### config.mk
export PLATFORM = sky130hd
export DESIGN_NAME = riscv_uc
export DESIGN_NICKNAME = d
export VERILOG_FILES = /design/src/rtl/riscv_pkg.sv /design/src/rtl/riscv_uc_decode.sv /design/src/rtl/riscv_uc.sv
export SDC_FILE = /design/constraint.sdc
export NUM_CORES = 1
export LEC_CHECK = 0
export ABC_CLOCK_PERIOD_IN_PS = 2200
export CORE_MARGIN = 2
export CORE_UTILIZATION = 42
export CTS_CLUSTER_SIZE = 28
export DETAILED_ROUTE_END_ITERATION = 7
export GPL_ROUTABILITY_DRIVEN = 1
export PLACE_DENSITY = 0.78
export SLEW_MARGIN = 20
export SYNTH_ARGS = -nofsm -noshare
export SYNTH_HDL_FRONTEND = slang
export SYNTH_HIERARCHICAL = 1
export SYNTH_SLANG_ARGS = --single-unit
### constraint.sdc
create_clock -name clk -period 2.2 [get_ports clk]
set_clock_uncertainty 0.2 [all_clocks]
set_input_delay 0.44 -clock clk [delete_from_list [all_inputs] [get_ports clk]]
set_output_delay 0.44 -clock clk [all_outputs]
set_load 0.02 [all_outputs]
### src/rtl/riscv_pkg.sv
// Shared definitions for the RISC-V multi-cycle control unit: opcodes, ALU
// classes, mux select encodings, FSM state and decoded opcode class types.
package riscv_pkg;

  localparam logic [6:0] OPC_R      = 7'b0110011;
  localparam logic [6:0] OPC_I      = 7'b0010011;
  localparam logic [6:0] OPC_LOAD   = 7'b0000011;
  localparam logic [6:0] OPC_STORE  = 7'b0100011;
  localparam logic [6:0] OPC_BRANCH = 7'b1100011;
  localparam logic [6:0] OPC_SYSTEM = 7'b1110011;

  localparam logic [1:0] ALUOP_ADD = 2'b00;
  localparam logic [1:0] ALUOP_BR  = 2'b01;
  localparam logic [1:0] ALUOP_R   = 2'b10;
  localparam logic [1:0] ALUOP_I   = 2'b11;

  localparam logic [1:0] MUX1_RS2   = 2'd0;
  localparam logic [1:0] MUX1_IMM   = 2'd1;
  localparam logic [1:0] MUX2_ALU   = 2'd0;
  localparam logic [1:0] MUX2_MEM   = 2'd1;
  localparam logic [1:0] MUX3_PC1   = 2'd0;
  localparam logic [1:0] MUX3_PCIMM = 2'd1;
  localparam logic [1:0] MUX4_ALU   = 2'd0;
  localparam logic [1:0] MUX4_RS2   = 2'd1;

  typedef enum logic [2:0] {
    UC_IDLE   = 3'd0,
    UC_FETCH  = 3'd1,
    UC_DECODE = 3'd2,
    UC_EXEC   = 3'd3,
    UC_MEM    = 3'd4,
    UC_WB     = 3'd5,
    UC_HALT   = 3'd6
  } uc_state_t;

  typedef enum logic [2:0] {
    OP_NONE   = 3'd0,
    OP_R      = 3'd1,
    OP_I      = 3'd2,
    OP_LOAD   = 3'd3,
    OP_STORE  = 3'd4,
    OP_BRANCH = 3'd5,
    OP_HALT   = 3'd6
  } op_class_t;

endpackage

### src/rtl/riscv_uc_decode.sv
// Combinational opcode classifier; unknown opcodes map to OP_NONE with
// illegal_op raised.
module riscv_uc_decode
  import riscv_pkg::*;
(
  input  logic [6:0] opcode,
  output op_class_t  op_class,
  output logic       illegal_op
);

  always_comb begin
    op_class   = OP_NONE;
    illegal_op = 1'b0;
    case (opcode)
      OPC_R:      op_class = OP_R;
      OPC_I:      op_class = OP_I;
      OPC_LOAD:   op_class = OP_LOAD;
      OPC_STORE:  op_class = OP_STORE;
      OPC_BRANCH: op_class = OP_BRANCH;
      OPC_SYSTEM: op_class = OP_HALT;
      default:    illegal_op = 1'b1;
    endcase
  end

endmodule

### src/rtl/riscv_uc.sv
// Multi-cycle control unit: FETCH/DECODE/EXEC/MEM/WB sequencer with start/halt
// handshake. Define RISCV_UC_PERF_EN to add cycle_cnt/instret_cnt counters.
module riscv_uc
  import riscv_pkg::*;
#(
  parameter bit AUTO_START = 1'b0,
  parameter int PERF_W     = 32
) (
  input  logic       clk,
  input  logic       reset,
  input  logic       start,
  input  logic [6:0] opcode,
  input  logic       branch,
  output logic       pc_load,
  output logic       pc_reset,
  output logic       mem_re,
  output logic       mem_we,
  output logic       reg_file_write,
  output logic [1:0] alu_op,
  output logic [1:0] select_mux_1,
  output logic [1:0] select_mux_2,
  output logic [1:0] select_mux_3,
  output logic [1:0] select_mux_4,
  output logic       busy,
  output logic       halted,
  output logic       illegal
`ifdef RISCV_UC_PERF_EN
  ,
  output logic [PERF_W-1:0] cycle_cnt,
  output logic [PERF_W-1:0] instret_cnt
`endif
);

  uc_state_t state_reg, state_next;
  op_class_t op_q;
  op_class_t dec_class;
  logic      dec_illegal;
  logic      illegal_reg;

  riscv_uc_decode u_decode (
    .opcode     (opcode),
    .op_class   (dec_class),
    .illegal_op (dec_illegal)
  );

  always_comb begin
    state_next = state_reg;
    case (state_reg)
      UC_IDLE:   if (start || AUTO_START) state_next = UC_FETCH;
      UC_FETCH:  state_next = UC_DECODE;
      UC_DECODE: begin
        if (dec_illegal || dec_class == OP_HALT) state_next = UC_HALT;
        else                                     state_next = UC_EXEC;
      end
      UC_EXEC: begin
        case (op_q)
          OP_R, OP_I:         state_next = UC_WB;
          OP_LOAD, OP_STORE:  state_next = UC_MEM;
          OP_BRANCH:          state_next = UC_FETCH;
          default:            state_next = UC_HALT;
        endcase
      end
      UC_MEM:    state_next = (op_q == OP_LOAD) ? UC_WB : UC_FETCH;
      UC_WB:     state_next = UC_FETCH;
      UC_HALT:   if (start) state_next = UC_IDLE;
      default:   state_next = UC_IDLE;
    endcase
  end

  always_ff @(posedge clk) begin
    if (!reset) begin
      state_reg   <= UC_IDLE;
      op_q        <= OP_NONE;
      illegal_reg <= 1'b0;
    end else begin
      state_reg <= state_next;
      if (state_reg == UC_DECODE) op_q <= dec_class;
      if (state_reg == UC_DECODE && dec_illegal)
        illegal_reg <= 1'b1;
      else if (state_reg == UC_HALT && start)
        illegal_reg <= 1'b0;
    end
  end

  // Outputs decode state and op_q; an asserted reset overrides them at once so
  // a write in flight is dropped in the cycle reset is seen.
  always_comb begin
    pc_load        = 1'b0;
    pc_reset       = 1'b0;
    mem_re         = 1'b0;
    mem_we         = 1'b0;
    reg_file_write = 1'b0;
    alu_op         = ALUOP_ADD;
    select_mux_1   = MUX1_RS2;
    select_mux_2   = MUX2_ALU;
    select_mux_3   = MUX3_PC1;
    select_mux_4   = MUX4_ALU;
    busy           = 1'b0;
    halted         = 1'b0;
    illegal        = illegal_reg;
    case (state_reg)
      UC_IDLE:   pc_reset = 1'b1;
      UC_FETCH:  busy = 1'b1;
      UC_DECODE: busy = 1'b1;
      UC_EXEC, UC_WB: begin
        busy = 1'b1;
        case (op_q)
          OP_R:      alu_op = ALUOP_R;
          OP_I:      begin alu_op = ALUOP_I; select_mux_1 = MUX1_IMM; end
          OP_LOAD,
          OP_STORE:  begin alu_op = ALUOP_ADD; select_mux_1 = MUX1_IMM; end
          OP_BRANCH: begin
            alu_op       = ALUOP_BR;
            pc_load      = 1'b1;
            select_mux_3 = branch ? MUX3_PCIMM : MUX3_PC1;
          end
          default:   ;
        endcase
        if (state_reg == UC_WB) begin
          reg_file_write = 1'b1;
          pc_load        = 1'b1;
          select_mux_3   = MUX3_PC1;
          select_mux_2   = (op_q == OP_LOAD) ? MUX2_MEM : MUX2_ALU;
        end
      end
      UC_MEM: begin
        busy         = 1'b1;
        alu_op       = ALUOP_ADD;
        select_mux_1 = MUX1_IMM;
        if (op_q == OP_LOAD) begin
          mem_re = 1'b1;
        end else begin
          mem_we       = 1'b1;
          select_mux_4 = MUX4_RS2;
          pc_load      = 1'b1;
        end
      end
      UC_HALT:   halted = 1'b1;
      default:   ;
    endcase
    if (!reset) begin
      pc_load        = 1'b0;
      pc_reset       = 1'b1;
      mem_re         = 1'b0;
      mem_we         = 1'b0;
      reg_file_write = 1'b0;
      alu_op         = ALUOP_ADD;
      select_mux_1   = MUX1_RS2;
      select_mux_2   = MUX2_ALU;
      select_mux_3   = MUX3_PC1;
      select_mux_4   = MUX4_ALU;
      busy           = 1'b0;
      halted         = 1'b0;
      illegal        = 1'b0;
    end
  end

`ifdef RISCV_UC_PERF_EN
  logic retire;
  assign retire = (state_next == UC_FETCH) &&
                  (state_reg == UC_EXEC || state_reg == UC_MEM || state_reg == UC_WB);

  always_ff @(posedge clk) begin
    if (!reset || state_next == UC_IDLE) begin
      cycle_cnt   <= '0;
      instret_cnt <= '0;
    end else begin
      if (state_reg != UC_IDLE && state_reg != UC_HALT) cycle_cnt <= cycle_cnt + PERF_W'(1);
      if (retire) instret_cnt <= instret_cnt + PERF_W'(1);
    end
  end
`endif

endmodule

Yosys cells after proc, flatten, opt, wreduce, memory -nomap -nowiden. Index checks and enable logic that the tools add are counted.

Bits in registers: 7. Output and inout bits: 18.

Equal/unequal tests: 20. Muxes and demuxes: 48. Reductions and logical operators: 12.

Operators by type and width (count): 1-bit two-way mux (30); 3-bit one-hot mux with 7 select lines (1); 3-bit equality test (second input constant) (6); 3-bit one-hot mux with 6 select lines (1); 2-bit two-way mux (8); 7-bit by 6-bit equality test with 1-bit output (second input constant) (2); 7-bit equality test (second input constant) (2); 3-bit by 2-bit equality test with 1-bit output (second input constant) (4); 3-bit two-way mux (4); 3-bit one-hot mux with 3 select lines (1); 7-bit by 2-bit equality test with 1-bit output (second input constant) (1); 7-bit by 5-bit equality test with 1-bit output (second input constant) (1); 3-bit by 1-bit equality test with 1-bit output (second input constant) (2); 2-bit one-hot mux with 3 select lines (1); 2-bit OR reduction (3); 6-bit OR reduction (1); 5-bit OR reduction (1); 2-bit inequality test (second input constant) (2); 1-bit one-hot mux with 2 select lines (2); 3-bit zero test (1); 3-bit OR reduction (1); 1-bit logical AND (2); 2-bit AND reduction (1); 2-bit nonzero test (1); 1-bit logical OR (1).

Longest topological paths before layout. Gate-level depths: netlist (run 1).

Depth in word-level cells: 6. Gate-level depth with buffers: 7. Depth with buffers taken out: 7.

By module. Netlist (run 1), hierarchy kept.

Modules (own cells, without submodules): riscv_uc (times used 1, cells an instance 90, area an instance 639.4 µm², seq. area each 140.1 µm²); riscv_uc_decode (times used 1, cells an instance 13, area an instance 72.6 µm², seq. area each 0.0 µm²).

Least setup slack after synthesis (run 1). Ideal clock, no wire load.

Path type: input to output. Start point: input reset. End point: output select_mux_2[0]. Arrival: 1.821 ns. Required time: 1.560 ns. Path slack: -0.261 ns. Cell stages on the path: 4. Cells stage by stage: buf_4 -> nand2_1 -> nor3b_1 -> nor3b_1.

Longest elaborated chain between the ends: 1.

Ends and longest elaborated chain: from (decl) (RTL line riscv_uc.sv:10) `input logic reset,`; 2-bit two-way mux (RTL line riscv_uc.sv:141) `if (!reset) begin`; to (decl) (RTL line riscv_uc.sv:21) `output logic [1:0] select_mux_2,`.

Every way passes these cells.

Final worst setup path (run 1).
Start point: register state_reg[2]. End point: output busy.

Longest elaborated chain between the ends: 4. Elaborated cells on any way between the ends: 8.

Ends and longest elaborated chain: from (decl) (RTL line riscv_uc.sv:34) `uc_state_t state_reg, state_next;`; from (signal assigned) (RTL line riscv_uc.sv:76) `state_reg <= state_next;`; 3-bit by 2-bit equality test with 1-bit output, or another cell as far along (RTL line riscv_uc.sv:101) `case (state_reg)`; 5-bit OR reduction (no source line) *; 1-bit two-way mux * (RTL line riscv_uc.sv:101); 1-bit two-way mux * (RTL line riscv_uc.sv:141); to (decl) (RTL line riscv_uc.sv:24) `output logic busy,`.

Mark *: on every way between the ends. The rest lies on a longest branch, timed or not.

==> results.txt, run 1 <==
After synthesis, the largest family of logic cells by area is simple AND/OR/NAND/NOR gates. The largest net degree at the start of global routing is 12. The leftover overflow at the end of global routing is 0. The area used by multi-input combinational logic is roughly 500 sq um. In the layout the commonest cells are 21 x sky130_fd_sc_hd__buf_4, 13 x sky130_fd_sc_hd__nand2_1, 9 x sky130_fd_sc_hd__clkdlybuf4s50_1.

The antenna diode count is 0. The count of nets left with antenna violations once routing finished came out at 0. The floorplan has 14 rows.

The leakage power summed over all cells is 0.464 nW. The portion of the post-synthesis area used by sequential elements is ~20%. The most common cell after layout, fill and taps aside is sky130_fd_sc_hd__buf_4.

After synthesis the cells add up to 712 sq um. Traced cell by cell, the critical path runs through buf_4 -> or3_4 -> and3_1 -> clkdlybuf4s15_2. The source of the worst hold timing path is illegal_reg.

Among cell families on the critical path, the largest total delay comes from simple AND/OR/NAND/NOR gates. The count of cell types in the netlist came out at 35. The clock network latency to the later pin of the worst-skew pair is roughly 0.27 ns. The final period utilization came out at between 90% and 100%. The final-layout fill cell count came out at 143. The synthesized-area fraction occupied by ao, oa, aoi and oai cells is 23.4%. The area of the placeable core came out at 0.00154 sq mm.

The largest single stage delay on the critical path is 0.37 ns. The die covers just over 0.002 sq mm. The final critical-path setup slack is between 0.03 and 0.04 ns.

The horizontal die dimension is about 45 um. The number of sinks on the clock net is 7. The area share of xor/xnor cells in the synthesized design came out at roughly 3.7%. The first global-routing pass estimated slightly above 3000 um of wire. The completed layout was analyzed and its total power is slightly below 0.7 mW.

The wire length per cell came out at about 12 um. Setup repair after global routing could not meet its margin everywhere. The library cell with the largest summed area after synthesis is sky130_fd_sc_hd__dfxtp_1. The worst setup path is launched from a flip-flop. The per-instance average area after synthesis came out at 6.91 sq um. The achievable frequency came out at around 460 MHz.

The worst hold-check path type is reg -> reg. The number of DRC violations after detailed routing is 0. The synthesis-stage register bit count is 7.

At the end of the flow the core is filled with cells to between 60% and 70%. At the worst endpoint, the required time is 1.56 ns. The fraction of synthesized area in multiplexers is 0%. The start point of the critical path is state_reg[2]. The number of slew-limit violations in the final report came out at 0.

TritonCTS built the clock tree. The detailed placement HPWL came out at 1460 um. The net count of the finished layout is between 150 and 200.

The arrival time of the worst setup path is 1.52 ns. The run finished with clean final reports. The number of top-level pins is 29. The setup slack after placement came out at -0.511 ns. The relative area change from synthesis to final layout came out at 48.5%.

The gate count of the mapped netlist is ~100. In this run the vertical extent of the chip is 45.2 um. The final setup violation count came out at 0. For this design the ratio of total power to cell area is 655 mW/mm^2. Ranked by total cell area, the synthesized netlist is headed by sky130_fd_sc_hd__dfxtp_1 20%, sky130_fd_sc_hd__buf_4 7.4%, sky130_fd_sc_hd__nand2_1 6.9%, sky130_fd_sc_hd__a21oi_1 4.9%, sky130_fd_sc_hd__o21ai_0 4.9%. The overall routing resource usage is a little over a fifth.

The deepest clock path buffer count came out at 2. The CTS clock-pin slew for the worst setup and hold paths is 0.06 ns. The via count normalized by instance count came out at roughly 5.5. The highest fanout seen on the critical path came out at 9. Counting the buffers created by CTS gives 3. The critical path is of the reg -> out type.

The fraction of post-synthesis cell area in the top cell type by area came out at between 15 and 20%. The overall via count from detail_route is between 800 and 900. In this run the critical register-to-register path is launched from state_reg[0]. Of the total synthesized cell area, the portion taken by full adders, half adders and majority gates is 0%. The clock period minus final worst setup slack is 2.16 ns.

The total of warnings raised by yosys came out at 6. CTS built an H-tree with a depth of 1. The number of I/O port buffers came out at 24. Across the VDD grid, the largest voltage drop is approximately 0.00042 V. Among all stages on the critical path, the largest delay is contributed by sky130_fd_sc_hd__dfxtp_4. The area occupied by registers came out at between 100 and 150 sq um.

The number of buffers and inverters on the critical path is 2. The effective utilization at floorplan came out at between 40% and 50%. The tree is rooted in a sky130_fd_sc_hd__clkbuf_4. The number of antenna violations at the first check in global routing is 0. The pre-antenna-repair detailed-routing pass consisted of 4 iterations. The endpoint kind of the worst setup timing path is a primary output.

The share of synthesized cell area in and, or, nand and nor gates came out at between 30% and 40%. The hold violation total from the final report came out at 0. The first-iteration detailed-routing DRC count came out at 32. The total wire length after detailed routing came out at 1880 um. The weighted congestion reported at the end of routability-driven placement came out at 0.792. The max-capacitance violation count came out at 0. The via count of the first global-routing pass came out at 811. Of the cells placed in the final design, the portion with a size suffix greater than 1 is approximately 27%.
routing by layer:
| metal | vias up | GRT usage, % | wire [um] |
|---|---|---|---|
| met4 | 0 | 17.6 | 47 |
| met3 | 4 | 2.40 | 112 |
| li1 | 432 | - | - |
| met2 | 35 | 36.0 | 948 |
| met5 | - | 0 | 0 |
| met1 | 405 | 22.5 | 770 |
report_power, final:
group / internal (mW) / switching [mW]
clock network: 0.0697 / 0.0555
logic: 0.197 / 0.167
registers: 0.157 / 0.0456
per-stage QoR:
step | TNS (ns) | instances | hold slack [ns] | cell area [sq um]
after detailed placement | -5.47 | 154 | 0.268 | 1050
final | 0 | 158 | 0.278 | 1060
after floorplan | 0 | 106 | 0.244 | 733
after global routing | -0.0586 | 158 | 0.311 | 1060
after CTS | 0 | 158 | 0.274 | 1060
after global placement | -5.10 | 154 | 0.253 | 1050
synthesized netlist by cell type:
cell / count
sky130_fd_sc_hd__a211oi_1: 1
sky130_fd_sc_hd__a21oi_1: 7
sky130_fd_sc_hd__a222oi_1: 1
sky130_fd_sc_hd__a2bb2oi_1: 1
sky130_fd_sc_hd__a31oi_1: 2
sky130_fd_sc_hd__and2_1: 3
sky130_fd_sc_hd__and3_1: 1
sky130_fd_sc_hd__and3_2: 1
sky130_fd_sc_hd__buf_2: 2
sky130_fd_sc_hd__buf_4: 7
sky130_fd_sc_hd__buf_6: 3
sky130_fd_sc_hd__conb_1: 1
sky130_fd_sc_hd__dfxtp_1: 7
sky130_fd_sc_hd__inv_1: 3
sky130_fd_sc_hd__nand2_1: 13
sky130_fd_sc_hd__nand2b_1: 2
sky130_fd_sc_hd__nand3_1: 5
sky130_fd_sc_hd__nand3b_1: 2
sky130_fd_sc_hd__nor2_1: 7
sky130_fd_sc_hd__nor2b_1: 2
sky130_fd_sc_hd__nor3_1: 5
sky130_fd_sc_hd__nor3_2: 1
sky130_fd_sc_hd__nor3b_1: 3
sky130_fd_sc_hd__o211ai_2: 1
sky130_fd_sc_hd__o21ai_0: 7
sky130_fd_sc_hd__o21ai_1: 4
sky130_fd_sc_hd__o21bai_1: 1
sky130_fd_sc_hd__o31a_1: 1
sky130_fd_sc_hd__o41ai_1: 1
sky130_fd_sc_hd__or2_1: 2
sky130_fd_sc_hd__or2b_1: 1
sky130_fd_sc_hd__or3_1: 1
sky130_fd_sc_hd__or3_4: 1
sky130_fd_sc_hd__xnor2_1: 1
sky130_fd_sc_hd__xor2_1: 2
what timing repair did:
| action | in CTS | in global routing |
|---|---|---|
| hold buffers | 0 | 0 |
| setup endpoints to repair | 14 | 8 |
| buffers inserted | 0 | 0 |
| resized for setup | 24 | 13 |
tightest hold or removal path, delay by kind of cell (launching register included):
family / cells / cell delay, ns
AOI/OAI and AO/OA: 1 / 0.06
DFF: 1 / 0.32
and+or+nand+nor: 1 / 0.06
cells by family (layout without fill, tap and decap cells):
logic type / count (synthesis) / after routing
AO/OA/AOI/OAI: 27 / 27
XOR/XNOR: 3 / 3
buffers and inverters: 15 / 51
flip-flops: 7 / 7
other: 1 / 4
AND/OR/NAND/NOR: 50 / 50
worst paths after layout:
kind	slack [ns]	end	depth (start not counted)
setup / recovery	0.04	busy	4
hold / removal	0.28	illegal_reg	2
setup reg to reg	0.60	state_reg[2]	6
hold reg to reg	0.28	illegal_reg	2
area by class of cell:
class / count / area share, %
clock buffer: 4 / 2.49
inverter: 3 / 1.07
multi-input combinational: 84 / 46.4
sequential: 7 / 13.8
tap: 16 / 1.89
timing repair buffer: 44 / 34.3
Power figures use the tool's default switching activity.
==> run 2: changes to the inputs <==
--- a/config.mk
+++ b/config.mk
@@ -6,9 +6,9 @@
 export NUM_CORES = 1
 export LEC_CHECK = 0
 export ABC_CLOCK_PERIOD_IN_PS = 2200
+export CAP_MARGIN = 30
 export CORE_MARGIN = 2
 export CORE_UTILIZATION = 42
-export CTS_CLUSTER_SIZE = 28
 export DETAILED_ROUTE_END_ITERATION = 7
 export GPL_ROUTABILITY_DRIVEN = 1
 export PLACE_DENSITY = 0.78
==> results of run 2 <==
The final DEF is identical to that of run 1; final timing and power are the same.
